$ cat src/rtl/aes_round_sched.sv
// Iterative AES-128 round sequencer: drives one shared round-function datapath and an
// external key-step unit, counting ROUND_LAT cycles per round since the datapath has no handshake.
module aes_round_sched #(
  parameter int ROUND_LAT  = 2,
  parameter int NUM_ROUNDS = 10
) (
  input  logic         clk,
  input  logic         rst_n,
  input  logic         s_valid,
  output logic         s_ready,
  input  logic [127:0] s_block,
  input  logic [127:0] s_key,
  output logic         m_valid,
  input  logic         m_ready,
  output logic [127:0] m_data,
  output logic [127:0] rf_block,
  output logic [127:0] rf_key,
  output logic         rf_last,
  input  logic [127:0] rf_result,
  output logic [127:0] ks_key,
  output logic [7:0]   ks_rcon,
  input  logic [127:0] ks_next,
  output logic         busy,
  output logic [3:0]   round_o
);

  localparam int            CW         = (ROUND_LAT < 1) ? 1 : $clog2(ROUND_LAT + 1);
  localparam logic [CW-1:0] CNT_MAX    = CW'(ROUND_LAT);
  localparam logic [3:0]    LAST_ROUND = 4'(NUM_ROUNDS);

  typedef enum logic [1:0] {IDLE, ROUND, DONE} state_t;

  state_t        state;
  logic [127:0]  state_q;
  logic [127:0]  key_q;
  logic [7:0]    rcon_q;
  logic [CW-1:0] cnt;
  logic [3:0]    round;

  assign rf_block = state_q;
  assign rf_key   = ks_next;
  assign ks_key   = key_q;
  assign ks_rcon  = rcon_q;
  assign round_o  = round;

  // m_valid is raised one cycle after entering DONE, so the result appears
  // NUM_ROUNDS*(ROUND_LAT+1)+1 cycles after the accepting edge.
  always_ff @(posedge clk or negedge rst_n) begin
    if (!rst_n) begin
      state   <= IDLE;
      s_ready <= 1'b1;
      m_valid <= 1'b0;
      busy    <= 1'b0;
      rf_last <= 1'b0;
      m_data  <= '0;
      state_q <= '0;
      key_q   <= '0;
      rcon_q  <= 8'h01;
      cnt     <= '0;
      round   <= '0;
    end else begin
      case (state)
        IDLE: begin
          if (s_valid && s_ready) begin
            state_q <= s_block ^ s_key;
            key_q   <= s_key;
            rcon_q  <= 8'h01;
            round   <= 4'd1;
            cnt     <= '0;
            rf_last <= (LAST_ROUND == 4'd1);
            s_ready <= 1'b0;
            busy    <= 1'b1;
            state   <= ROUND;
          end
        end
        ROUND: begin
          if (cnt == CNT_MAX) begin
            state_q <= rf_result;
            key_q   <= ks_next;
            cnt     <= '0;
            rcon_q  <= {rcon_q[6:0], 1'b0} ^ (rcon_q[7] ? 8'h1b : 8'h00);
            if (round == LAST_ROUND) begin
              m_data  <= rf_result;
              round   <= '0;
              rf_last <= 1'b0;
              state   <= DONE;
            end else begin
              round   <= round + 4'd1;
              rf_last <= ((round + 4'd1) == LAST_ROUND);
            end
          end else begin
            cnt <= cnt + 1'b1;
          end
        end
        DONE: begin
          if (m_valid && m_ready) begin
            m_valid <= 1'b0;
            s_ready <= 1'b1;
            busy    <= 1'b0;
            state   <= IDLE;
          end else begin
            m_valid <= 1'b1;
          end
        end
        default: state <= IDLE;
      endcase
    end
  end

endmodule
$ cat config.mk
export PLATFORM = sky130hd
export DESIGN_NAME = aes_round_sched
export DESIGN_NICKNAME = d
export VERILOG_FILES = /design/src/rtl/aes_round_sched.sv
export SDC_FILE = /design/constraint.sdc
export NUM_CORES = 1
export LEC_CHECK = 0
export CAP_MARGIN = 40
export CORE_AREA = 2 2 401 403
export DETAILED_ROUTE_END_ITERATION = 12
export DIE_AREA = 0 0 403 405
export DONT_BUFFER_PORTS = 1
export PLACE_DENSITY = 0.37
export SLEW_MARGIN = 20
export SYNTH_ARGS = -nofsm -noshare
export SYNTH_HDL_FRONTEND = slang
export SYNTH_SLANG_ARGS = --single-unit
$ cat constraint.sdc
create_clock -name clk -period 2.35 [get_ports clk]
set_input_delay 0.3525 -clock clk [delete_from_list [all_inputs] [get_ports clk]]
set_output_delay 0.3525 -clock clk [all_outputs]
set_load 0.03 [all_outputs]
## Word level (Yosys, flattened, before mapping)

Index checks and enable logic that the tools add are counted.

| cells by class | value |
|---|---|
| add/sub/neg operators | 2 |
| $mul | 0 |
| div/mod/pow operators | 0 |
| magnitude comparators | 0 |
| equal/unequal tests | 9 |
| shifts and indexed selects | 0 |
| mux-type cells | 32 |
| bitwise gates (word level) | 2 |
| reductions and logical operators | 10 |

Operator list:

| cell | number |
|---|---|
| 128-bit 2-to-1 mux | 4 |
| 128-bit case mux with 2 select lines | 2 |
| 128-bit bitwise XOR | 1 |
| 8-bit 2-to-1 mux | 2 |
| 8-bit case mux with 2 select lines | 1 |
| 2-bit 2-to-1 mux | 6 |
| 4-bit 2-to-1 mux | 3 |
| 3-bit AND reduction | 3 |
| 4-bit == test (second input constant) | 2 |
| 2-bit != test (second input constant) | 4 |
| 4-bit case mux with 2 select lines | 1 |
| 8-bit by 5-bit bitwise XOR with 8-bit output | 1 |
| 1-bit 2-to-1 mux | 7 |
| 1-bit case mux with 2 select lines | 3 |
| 2-bit case mux with 3 select lines | 1 |
| 5-bit 2-to-1 mux | 1 |
| 4-bit by 1-bit adder with 4-bit output (second input constant) | 1 |
| 2-bit == test (second input constant) | 2 |
| 2-bit case mux with 2 select lines | 1 |
| 4-bit AND reduction | 1 |
| 2-bit nonzero test | 2 |
| 2-bit by 1-bit adder with 2-bit output (second input constant) | 1 |
| 2-bit by 1-bit == test with 1-bit output (second input constant) | 1 |
| 1-bit logical AND | 2 |
| 2 further kinds | 2 |

| word-level totals | value |
|---|---|
| flip-flop bits (word level) | 404 |
| latch bits | 0 |
| bits in writable memories | 0 |
| bits in read-only memories | 0 |
| output and inout port bits | 528 |
| logic and storage cells | 66 |
| memories | 0 |

## Longest topological paths before layout

Gate-level depths: netlist (run 1).

| logic depth | value |
|---|---|
| word-level depth | 5 |
| mapped depth | 8 |

## Worst setup path after synthesis (run 1)

Ideal clock, no wire load.

| path | value |
|---|---|
| kind | register to register |
| start point | register round[0] (netlist: round_o[0]) |
| end point | register m_data[57] |
| library setup time | 0.125 ns |
| arrival | 1.851 ns |
| required time | 2.225 ns |
| setup slack | 0.374 ns |
| stages on the path, launching flop included | 8 |
| buffers on the path | 2 |
| cell sequence | dfrtp_1 inv_1 ha_1 and3b_1 nand2_1 buf_4 buf_2 mux2_2 |

| on the way | value |
|---|---|
| word-level cells in the longest chain between the ends | 2 |

Ends and longest elaborated chain:

| element | RTL line | RTL |
|---|---|---|
| start: declaration | 38 | `logic [3:0] round;` |
| start signal: assignment | 88 | `round <= round + 4'd1;` |
| 4-bit == test | 82 | `if (round == LAST_ROUND) begin` |
| 3-bit AND reduction (no line) | n/a |  |
| end signal: assignment | 83 | `m_data <= rf_result;` |
| end: declaration | 15 | `output logic [127:0] m_data,` |

No other way between the ends.
A chain may end at the register's enable or synchronous reset.

## Worst setup path in the final report (run 1)

| path | value |
|---|---|
| start point | register state[0] |
| end point | register key_q[86] (netlist: ks_key[86]) |

| on the way | value |
|---|---|
| word-level cells in the longest chain between the ends | 3 |
| elaborated cells on any way between the ends | 7 |
| those cells by class | 3 x eq/ne; 1 x mux; 3 x reduce/logical |

Ends and longest elaborated chain:

| element | RTL line | RTL |
|---|---|---|
| start: declaration | 33 | `state_t state;` |
| start signal: assignment | 50 | `state <= IDLE;` |
| start signal: assignment | 73 | `state <= ROUND;` |
| start signal: assignment | 86 | `state <= DONE;` |
| 2-bit by 1-bit == test with 1-bit output / 2-bit zero test (equally long branches) | 62 | `case (state)` |
| 2-bit != test (no line) / 2-bit nonzero test (equally long branches) | n/a |  |
| 3-bit AND reduction (no line) | n/a |  |
| end signal: assignment | 66 | `key_q <= s_key;` |
| end signal: assignment | 79 | `key_q <= ks_next;` |
| end: declaration | 35 | `logic [127:0] key_q;` |

Several ways; a longest one is shown, not always the timed one.

==> results of run 1 <==
==> timing repair <==
item                                    in CTS  in global routing
endpoints found under the hold margin      772                404
endpoints found under the setup margin       0                  4
gates resized for setup                      0                  1
==> cells in the mapped netlist, types with 4 or more instances <==
master    instances  area (sq um)
o21ai_1         147           736
buf_4           167          1250
clkbuf_2         20           100
a21oi_1           4          20.0
o21ai_0         249          1250
inv_1             6          22.5
buf_2            24           120
o31ai_1           5          37.5
mux2i_1         128          1280
nand2_1         394          1480
clkbuf_1         33           124
mux2_2          128          1440
xnor2_1         131          1150
dfrtp_1         402         10100
nor2_1            4          15.0
==> state kept, by name (all words and copies together), names as in the netlist <==
signal    flops
m_data      128
busy          1
ks_rcon       8
s_ready       1
rf_last       1
ks_key      128
m_valid       1
round_o       4
state         2
rf_block    128
cnt           2
==> final cells by class <==
type	instances	area share [%]
clock inverter	22	0.541
tap	2086	9.56
timing repair buffer	524	19.2
multi-input combinational	1214	27.9
inverter	6	0.0825
clock buffer	73	5.53
sequential	404	37.0
antenna	13	0.119
==> report_power, final <==
part	switching, mW	total (mW)	internal (mW)
Clock	3.41	7.88	4.47
Sequential	6.62	15.8	9.17
Combinational	5.04	9.15	4.11
==> critical path, delay by kind of cell (launching register included) <==
| family | cells | cell delay [ns] |
|---|---|---|
| compound gates | 1 | 0.07 |
| simple gates | 1 | 0.15 |
| buf+inv | 3 | 1.03 |
| mux | 1 | 0.28 |
| flops | 1 | 0.48 |
==> worst max-delay path by stage <==
stage / startpoint / to / slack (ns)
2_1_floorplan: round_o[0] / m_data[57] / 0.37
3_3_place_gp: round_o[3] / m_data[76] / 0.36
3_5_place_dp: state[0] / rf_block[93] / 0.34
4_1_cts: state[1] / ks_key[115] / 0.07
5_1_grt: state[0] / ks_key[85] / 0.04
6_report: state[0] / ks_key[86] / 0.15
==> routing by layer <==
layer	part of all wire (%)	GRT usage (%)	vias to the layer above
met5	0.14	0	-
met4	3.4	3.51	18
met3	11	4.76	143
met2	44	15.0	724
met1	41	12.2	7563
li1	-	-	6835
==> cells by family (layout without fill, tap and decap cells) <==
| family | count (synthesis) | after routing | synth area share, % |
|---|---|---|---|
| flip-flops | 404 | 404 | 52.2 |
| AND/OR/NAND/NOR | 410 | 410 | 8.15 |
| XOR/XNOR | 132 | 132 | 5.97 |
| other | 0 | 13 | 0 |
| buffers and inverters | 251 | 625 | 8.43 |
| AO/OA/AOI/OAI | 413 | 413 | 10.9 |
| adder cells (fa/ha/maj) | 3 | 3 | 0.194 |
| multiplexers | 256 | 256 | 14.1 |
==> per-stage QoR <==
stage | area [sq um] | setup WS [ns] | std cells | utilization (%) | hold WS (ns)
floorplan | 19400 | 0.374 | 1869 | - | 0.0569
global placement | 21100 | 0.361 | 3793 | 13.3 | 0.0759
detailed placement | 21200 | 0.343 | 3794 | 13.3 | 0.0769
CTS | 27200 | 0.0710 | 4326 | 17.1 | -0.656
global route | 27300 | 0.0415 | 4332 | 17.1 | -0.632
finish | 27300 | 0.149 | 4342 | 17.1 | -0.548
==> out/qor.txt, run 1 <==
Area occupied by multi-input gates: 7620 sq um
Wire length reported by the detailed router: 85400 um
Final net count: 2720
Via count of the routed design: 15283
Total congestion overflow after global routing: 0
Number of antenna violations at the first check in global routing: 23
Clock tree from TritonCTS: done
Number of violations reported at the end of detailed-routing iteration 0: 1014
Final-report setup violation count: 0
Ratio of cells with drive above 1 in the final layout: 13.8%
Die boundary width: 403 um
Number of nets with antenna violations after routing: 0
Mean routed wirelength per cell: 19.7 um
Master cell of the clock root buffer: clkbuf_16
Crit path arrival time: 2.70 ns
Storage element area: 10100 sq um
Net count after synthesis: 2388
Tot Pwr: 32.8 mW
Worst Skew: 0.0160 ns
DRC violation count after routing: 0
Share of synthesized area occupied by flip-flops and latches: 52.2%
Slew Viols, Final: 0
Post-detailed-placement half-perimeter wirelength: 63800 um
Later-pin clock latency in the skew report: 0.62 ns
Number of max-cap violations: 0
Power per cell area: 1200 nW/um^2
Num CTS Buffers: 51
Library cells used by synthesis: 33
Kind of end point of the critical path: register
Crit-path cells: nand2b_4 -> buf_12 -> buf_12 -> mux2i_1 -> dlygate4sd3_1 -> o21ai_1
CP most frequent cell: buf_12
Highest-delay cell along the critical path: dlygate4sd3_1
Vias in the first global route: 15694
Initial standard-cell utilization of the core: 12.2%
Violated checks: hold timing
Number of buffers between clock root and the deepest sink: 3
Worst slack on hold paths: -0.548 ns
Total Routing Usage GR: 9.91%
Largest net degree at the start of global routing: 405
Worst VDD drop: 0.622 mV
Post CTS Setup Buffer Count: 0
CTS sink cnt: 404
Commonest non-fill, non-tap cell in the layout: dlygate4sd3_1
R2R cell count: 6
Hold/Removal Path Class: in2async
Number of iterations in the first detailed-routing pass: 5
Reg2reg end: ks_key[86]
Number of instances in the synthesized netlist: 1869
Synth-to-layout area growth: 41.1%
Stage delay of the slowest cell on the critical path: 0.62 ns
Crit path launch type: register
Required time reported for the critical path endpoint: 2.85 ns
Ratio of routed vias to standard cells: 3.52
Cell area after technology mapping: 19400 sq um
Relative slew slack: 8.00%
Maximum frequency from static timing analysis: 0.454 GHz
Floorplan Core Area: 159000 sq um
Slew at the pin closest to its max-slew limit: 1.38 ns
Ys flop type: dfrtp_1
I/O pin count: 1044
Asr flop ratio synth: 100%
Count of H-tree levels built during CTS: 2
Crit Reg-Reg Startpoint: state[0]
Yosys warnings: 0
Number of placement rows: 147
Highest fanout seen on the critical path: 26
Reg-to-reg slack, setup: 0.15 ns
Final setup TNS: 0 ns
Final period utilization: 93.6%
Wire length of the first global-routing pass: 118000 um
Clock period minus final worst setup slack: 2.20 ns
Number of flops mapped to enable cells by yosys: 0
Port Buffers: 0
CTS Hold Buffers Added: 437
Area of the die: 163000 sq um
Category of the critical setup timing path: reg2reg
Total leakage power: 11.3 nW
Mean post-synth cell area: 10.4 sq um
Final estimated routing congestion in global placement: 1.03
Reg clk slew, reported paths: 0.06 ns
Commonest cells after routing, fill and taps aside: dlygate4sd3_1, dfrtp_1, nand2_1
Height of the die: 405 um
Run status: finished with violations
Flip-flop and latch count after synthesis: 404
Final Hold Fails: 404
Final-layout fill cell count: 17782
Unrepaired setup endpoints after global routing: false
Note: power is estimated with default switching activity, not from simulation.
==> inputs of run 2 (changes only) <==
CTS_CLUSTER_DIAMETER = 120   (was default)
clock period = 1.86 ns   (was 2.35 ns; I/O delays follow)
==> run 2 against run 1 <==
  * The flow finishes with violations (hold timing, slew limit)
  * Combinational power increased by 26%
  * Non-clock buffer count increased by 102
  * Total power increased by 29%
  * Clock skew about the same
  * Global-route usage increased by 0.18 points
  * Cell area increased by 4.7%
  * Largest power group unchanged
==> out/qor.txt, run 2 (synthesis gave the netlist of run 1 again) <==
Largest net degree at the start of global routing: 405 (unchanged)
Run status: finished with violations
Slew Viols, Final: 31 (+31)
Crit path launch type: register
Final Hold Fails: 402 (-0.50%)
Power per cell area: 1480 nW/um^2 (+23%)
Worst slack on hold paths: -0.627 ns (-0.0790 ns)
Reg2reg end: rf_block[97]
CTS Hold Buffers Added: 503 (+15%)
Relative slew slack: -1.58% (-9.6 points)
DRC violation count after routing: 0 (unchanged)
Count of H-tree levels built during CTS: 2 (unchanged)
Height of the die: 405 um (unchanged)
Wire length of the first global-routing pass: 120000 um (+1.9%)
Area occupied by multi-input gates: 7640 sq um (+0.18%)
Area of the die: 163000 sq um (unchanged)
Violated checks: hold timing, slew limit
Total Routing Usage GR: 10.1% (+0.18 points)
Wire length reported by the detailed router: 87700 um (+2.7%)
Kind of end point of the critical path: register
Number of placement rows: 147 (unchanged)
CTS sink cnt: 404 (unchanged)
Highest fanout seen on the critical path: 21 (-19%)
Master cell of the clock root buffer: clkbuf_16
Maximum frequency from static timing analysis: 0.539 GHz (+19%)
Required time reported for the critical path endpoint: 2.33 ns (-0.52 ns)
Tot Pwr: 42.4 mW (+29%)
Worst Skew: 0.0157 ns (-0.000345 ns)
Number of buffers between clock root and the deepest sink: 3 (unchanged)
Category of the critical setup timing path: reg2reg
Commonest cells after routing, fill and taps aside: dlygate4sd3_1, dfrtp_1, nand2_1
Final estimated routing congestion in global placement: 1.02 (-1.0%)
Number of iterations in the first detailed-routing pass: 5 (unchanged)
Mean routed wirelength per cell: 19.7 um (+0.25%)
Slew at the pin closest to its max-slew limit: 1.52 ns (+0.144 ns)
Clock period minus final worst setup slack: 1.86 ns (-0.344 ns)
Worst VDD drop: 0.706 mV (+14%)
I/O pin count: 1044 (unchanged)
Final period utilization: 99.8% (+6.2 points)
Via count of the routed design: 15763 (+3.1%)
Reg clk slew, reported paths: 0.06 ns (about the same)
Unrepaired setup endpoints after global routing: true
Port Buffers: 0 (unchanged)
Number of violations reported at the end of detailed-routing iteration 0: 984 (-3.0%)
Crit path arrival time: 2.33 ns (-0.37 ns)
Vias in the first global route: 16216 (+3.3%)
Storage element area: 10100 sq um (about the same)
Total leakage power: 11.9 nW (+5.4%)
Crit Reg-Reg Startpoint: state[1]
Number of nets with antenna violations after routing: 0 (unchanged)
Floorplan Core Area: 159000 sq um (unchanged)
Final-layout fill cell count: 17553 (-1.3%)
Num CTS Buffers: 51 (unchanged)
Number of antenna violations at the first check in global routing: 33 (+43%)
Later-pin clock latency in the skew report: 0.62 ns (about the same)
Hold/Removal Path Class: in2async
Ratio of cells with drive above 1 in the final layout: 14.9% (+1.1 points)
Die boundary width: 403 um (unchanged)
Synth-to-layout area growth: 47.7%
Total congestion overflow after global routing: 0 (unchanged)
Number of max-cap violations: 0 (unchanged)
Reg-to-reg slack, setup: 0.003 ns (-0.15 ns)
First element of the critical path: state[1]
Commonest non-fill, non-tap cell in the layout: dlygate4sd3_1
Final-report setup violation count: 0 (unchanged)
Ratio of routed vias to standard cells: 3.54 (+0.68%)
R2R cell count: 6 (unchanged)
Clock tree from TritonCTS: done
Post-detailed-placement half-perimeter wirelength: 63000 um (-1.3%)
Initial standard-cell utilization of the core: 12.2% (unchanged)
Final net count: 2822 (+3.8%)
[run 2: final cells by class]
type	count	share of cell area (%)
clock inverters	24	1.31
diodes	22	0.193
well taps	2086	9.13
multi-input cells	1214	26.7
repair buffers	626	22.2
flip-flops and latches	404	35.4
clock buffers	66	4.98
inverters	6	0.0788
[run 2: worst max path at each step]
| stage | cells past startpoint | end |
|---|---|---|
| 6_report | 6 | rf_block[97] |
| 2_1_floorplan | 7 | m_data[0] |
| 5_1_grt | 7 | m_data[70] |
| 3_3_place_gp | 6 | round_o[1] |
| 4_1_cts | 7 | ks_key[80] |
| 3_5_place_dp | 5 | ks_key[47] |
[run 2: critical path, stage by stage, from the launching register on]
cell	delay, ns
dfrtp_1	0.39
buf_4	0.15
nand2b_4	0.16
buf_12	0.17
buf_4	0.21
o21ai_0	0.43
o21ai_0	0.15
[run 2: where the power goes]
part	internal (mW)	total [mW]	switching [mW]
logic	5.13	11.5	6.41
registers	11.6	20.0	8.38
clock network	6.62	10.9	4.24
total	23.3	42.4	19.0
[run 2: timing repair]
item,in CTS,in global routing
setup endpoints to repair,72,52
gates cloned,1,4
setup buffers,1,2
endpoints found under the hold margin,789,404
resized for setup,7,15
[run 2: metal layers]
metal / vias to the layer above / routed length, um / GRT usage [%]
li1: 7051 / - / -
met1: 7695 / 35700 / 12.4
met2: 826 / 39400 / 15.4
met3: 183 / 9570 / 4.58
met4: 8 / 2930 / 3.59
met5: - / 52 / 0.297
[run 2: stage by stage]
step	cells	instance area [sq um]	worst slack, ns	utilization (%)	TNS [ns]
after floorplan	1869	19400	0.0217	-	0
after global placement	3825	21400	0.0202	13.5	0
after detailed placement	3825	21400	-0.0114	13.5	-0.0189
after CTS	4420	28300	0.00646	17.8	0
after global routing	4438	28600	-0.0135	17.9	-0.140
final	4448	28600	0.00309	18.0	0
==> inputs of run 3 (changes only) <==
HOLD_SLACK_MARGIN = 0.06   (was default)
clock period = 2.2 ns   (was 1.86 ns; I/O delays follow)
==> run 3 against run 2 <==
  * The run still ends with hold timing, slew limit left
  * Non-clock buffer count decreased by 30
  * Worst hold slack improved by 0.053 ns
  * Combinational power decreased by 17%
  * Utilization decreased by 0.25 points
  * Count of clock-buffer cells in the layout increased by 7
  * Flip-flop and latch count unchanged
  * Clock power decreased by 18%
  * Sequential share of layout area increased by 0.49 points
  * Final cell count decreased by 0.63%
  * Critical endpoint is now ks_key[73]
  * Largest cell class unchanged
  * Largest power group unchanged
==> out/qor.txt, run 3 (synthesis gave the netlist of run 1 again) <==
Run status: finished with violations
Violated checks: hold timing, slew limit
Area of the die: 163000 sq um (unchanged)
Port Buffers: 0 (unchanged)
Final estimated routing congestion in global placement: 0.994 (-2.2%)
Clock tree from TritonCTS: done
Kind of end point of the critical path: register
Post-detailed-placement half-perimeter wirelength: 63600 um (+0.96%)
Master cell of the clock root buffer: clkbuf_16
Via count of the routed design: 15508 (-1.6%)
Category of the critical setup timing path: reg2reg
Number of iterations in the first detailed-routing pass: 5 (unchanged)
Total Routing Usage GR: 10.0% (-0.056 points)
Wire length of the first global-routing pass: 120000 um (-0.36%)
CTS sink cnt: 404 (unchanged)
Relative slew slack: -15.7% (-14 points)
Final net count: 2793 (-1.0%)
Commonest cells after routing, fill and taps aside: dlygate4sd3_1, dfrtp_1, nand2_1
Total leakage power: 11.7 nW (-1.7%)
Later-pin clock latency in the skew report: 0.62 ns (about the same)
Commonest non-fill, non-tap cell in the layout: dlygate4sd3_1
Number of cells in the design after placement: 3794 (-0.81%)
Final setup TNS: 0 ns (unchanged)
Vias in the first global route: 15977 (-1.5%)
Number of buffers between clock root and the deepest sink: 3 (unchanged)
Total congestion overflow after global routing: 0 (unchanged)
Slew at the pin closest to its max-slew limit: 1.74 ns (+0.211 ns)
Ratio of routed vias to standard cells: 3.51 (-0.99%)
Number of antenna violations at the first check in global routing: 20 (-39%)
Ratio of cells with drive above 1 in the final layout: 13.3% (-1.5 points)
I/O pin count: 1044 (unchanged)
Count of H-tree levels built during CTS: 2 (unchanged)
Number of violations reported at the end of detailed-routing iteration 0: 921 (-6.4%)
Layout Cells excl Fill: 4420 (-0.63%)
Met3 usage: 4.53% (-0.055 points)
Number of nets with antenna violations after routing: 0 (unchanged)
Die boundary width: 403 um (unchanged)
Number of placement rows: 147 (unchanged)
Crit path launch type: register
Largest net degree at the start of global routing: 405 (unchanged)
Num CTS Buffers: 52 (+2.0%)
Floorplan Core Area: 159000 sq um (unchanged)
Required time reported for the critical path endpoint: 2.69 ns (+0.36 ns)
Power per cell area: 1260 nW/um^2 (-15%)
Final period utilization: 95.2% (-4.6 points)
Busiest layer in global routing: met2
Unrepaired setup endpoints after global routing: false
GR met1 Demand/Resource: 12.4% (+0.036 points)
Final Hold Fails: 402 (unchanged)
Worst slack on hold paths: -0.575 ns (+0.0525 ns)
M2 GR Usage: 15.2% (-0.24 points)
Worst VDD drop: 0.513 mV (-27%)
Hold/Removal Path Class: in2async
Wire length reported by the detailed router: 86100 um (-1.9%)
Number of max-cap violations: 0 (unchanged)
Highest fanout seen on the critical path: 51 (+140%)
Clock period minus final worst setup slack: 2.09 ns (+0.237 ns)
Maximum frequency from static timing analysis: 0.478 GHz (-11%)
Mean routed wirelength per cell: 19.5 um (-1.2%)
Final-report setup violation count: 0 (unchanged)
Slew Viols, Final: 100 (+220%)
Reg clk slew, reported paths: 0.06 ns (about the same)
Synth-to-layout area growth: 45.7%
Crit path arrival time: 2.59 ns (+0.26 ns)
Initial standard-cell utilization of the core: 12.2% (unchanged)
Worst Skew: 0.0193 ns (+0.00363 ns)
DRC violation count after routing: 0 (unchanged)
CTS Hold Buffers Added: 510 (+1.4%)
Height of the die: 405 um (unchanged)
-- run 3: cell type report --
cell class | instances | area, sq um
clock buffer | 73 | 1520
multi-input combinational | 1214 | 7620
inverter | 6 | 22.5
antenna | 19 | 47.5
sequential | 404 | 10100
tap | 2086 | 2610
timing repair buffer | 596 | 6000
clock inverter | 22 | 258
fill | 17708 | 131000
-- run 3: final timing paths --
| kind | start | end | slack (ns) | cells past startpoint |
|---|---|---|---|---|
| max in group asynchronous | rst_n | rf_block[85] | 1.40 | 0 |
| worst max-delay path | state[1] | ks_key[73] | 0.11 | 6 |
| worst max register to register | state[1] | ks_key[73] | 0.11 | 6 |
| worst min-delay path | rst_n | rf_block[41] | -0.57 | 0 |
| min in group clk | rf_result[76] | rf_block[76] | 0.09 | 2 |
| worst min register to register | cnt[0] | cnt[0] | 0.51 | 1 |
-- run 3: routing by layer --
metal	up-vias	wire length, um
met2	721	38800
met3	156	8820
met5	-	82
li1	7008	-
met4	12	2760
met1	7611	35600
-- run 3: critical path: stages (launching register included) --
cell and delay [ns]:
dfrtp_2 0.44, nand2b_4 0.19, buf_12 0.17, buf_16 0.25, mux2i_1 0.22, dlygate4sd3_1 0.56
o21ai_0 0.06
-- run 3: what timing repair did --
item | 4_1_cts | 5_1_grt
endpoints found under the hold margin | 783 | 404
setup endpoints to repair | 1 | 10
pin swaps | 0 | 0
setup buffers | 0 | 0
gates resized for setup | 1 | 8
-- run 3: stage by stage --
stage	instance area [sq um]	setup WS [ns]	power, mW	util [%]
final	28200	0.106	35.4	17.7
after global routing	28200	0.00676	37.6	17.7
after CTS	28100	0.0359	35.9	17.6
after detailed placement	21200	0.0272	25.5	13.3
after global placement	21200	0.0616	25.5	13.3
after floorplan	19400	0.224	22.0	-
-- run 3: report_power, final --
part | total, mW | internal [mW] | switching [mW] | leakage [nW]
Clock | 8.93 | 5.39 | 3.55 | 0.877
Combinational | 9.56 | 4.22 | 5.34 | 5.85
Sequential | 16.9 | 9.79 | 7.11 | 4.95
Total | 35.4 | 19.4 | 16.0 | 11.7
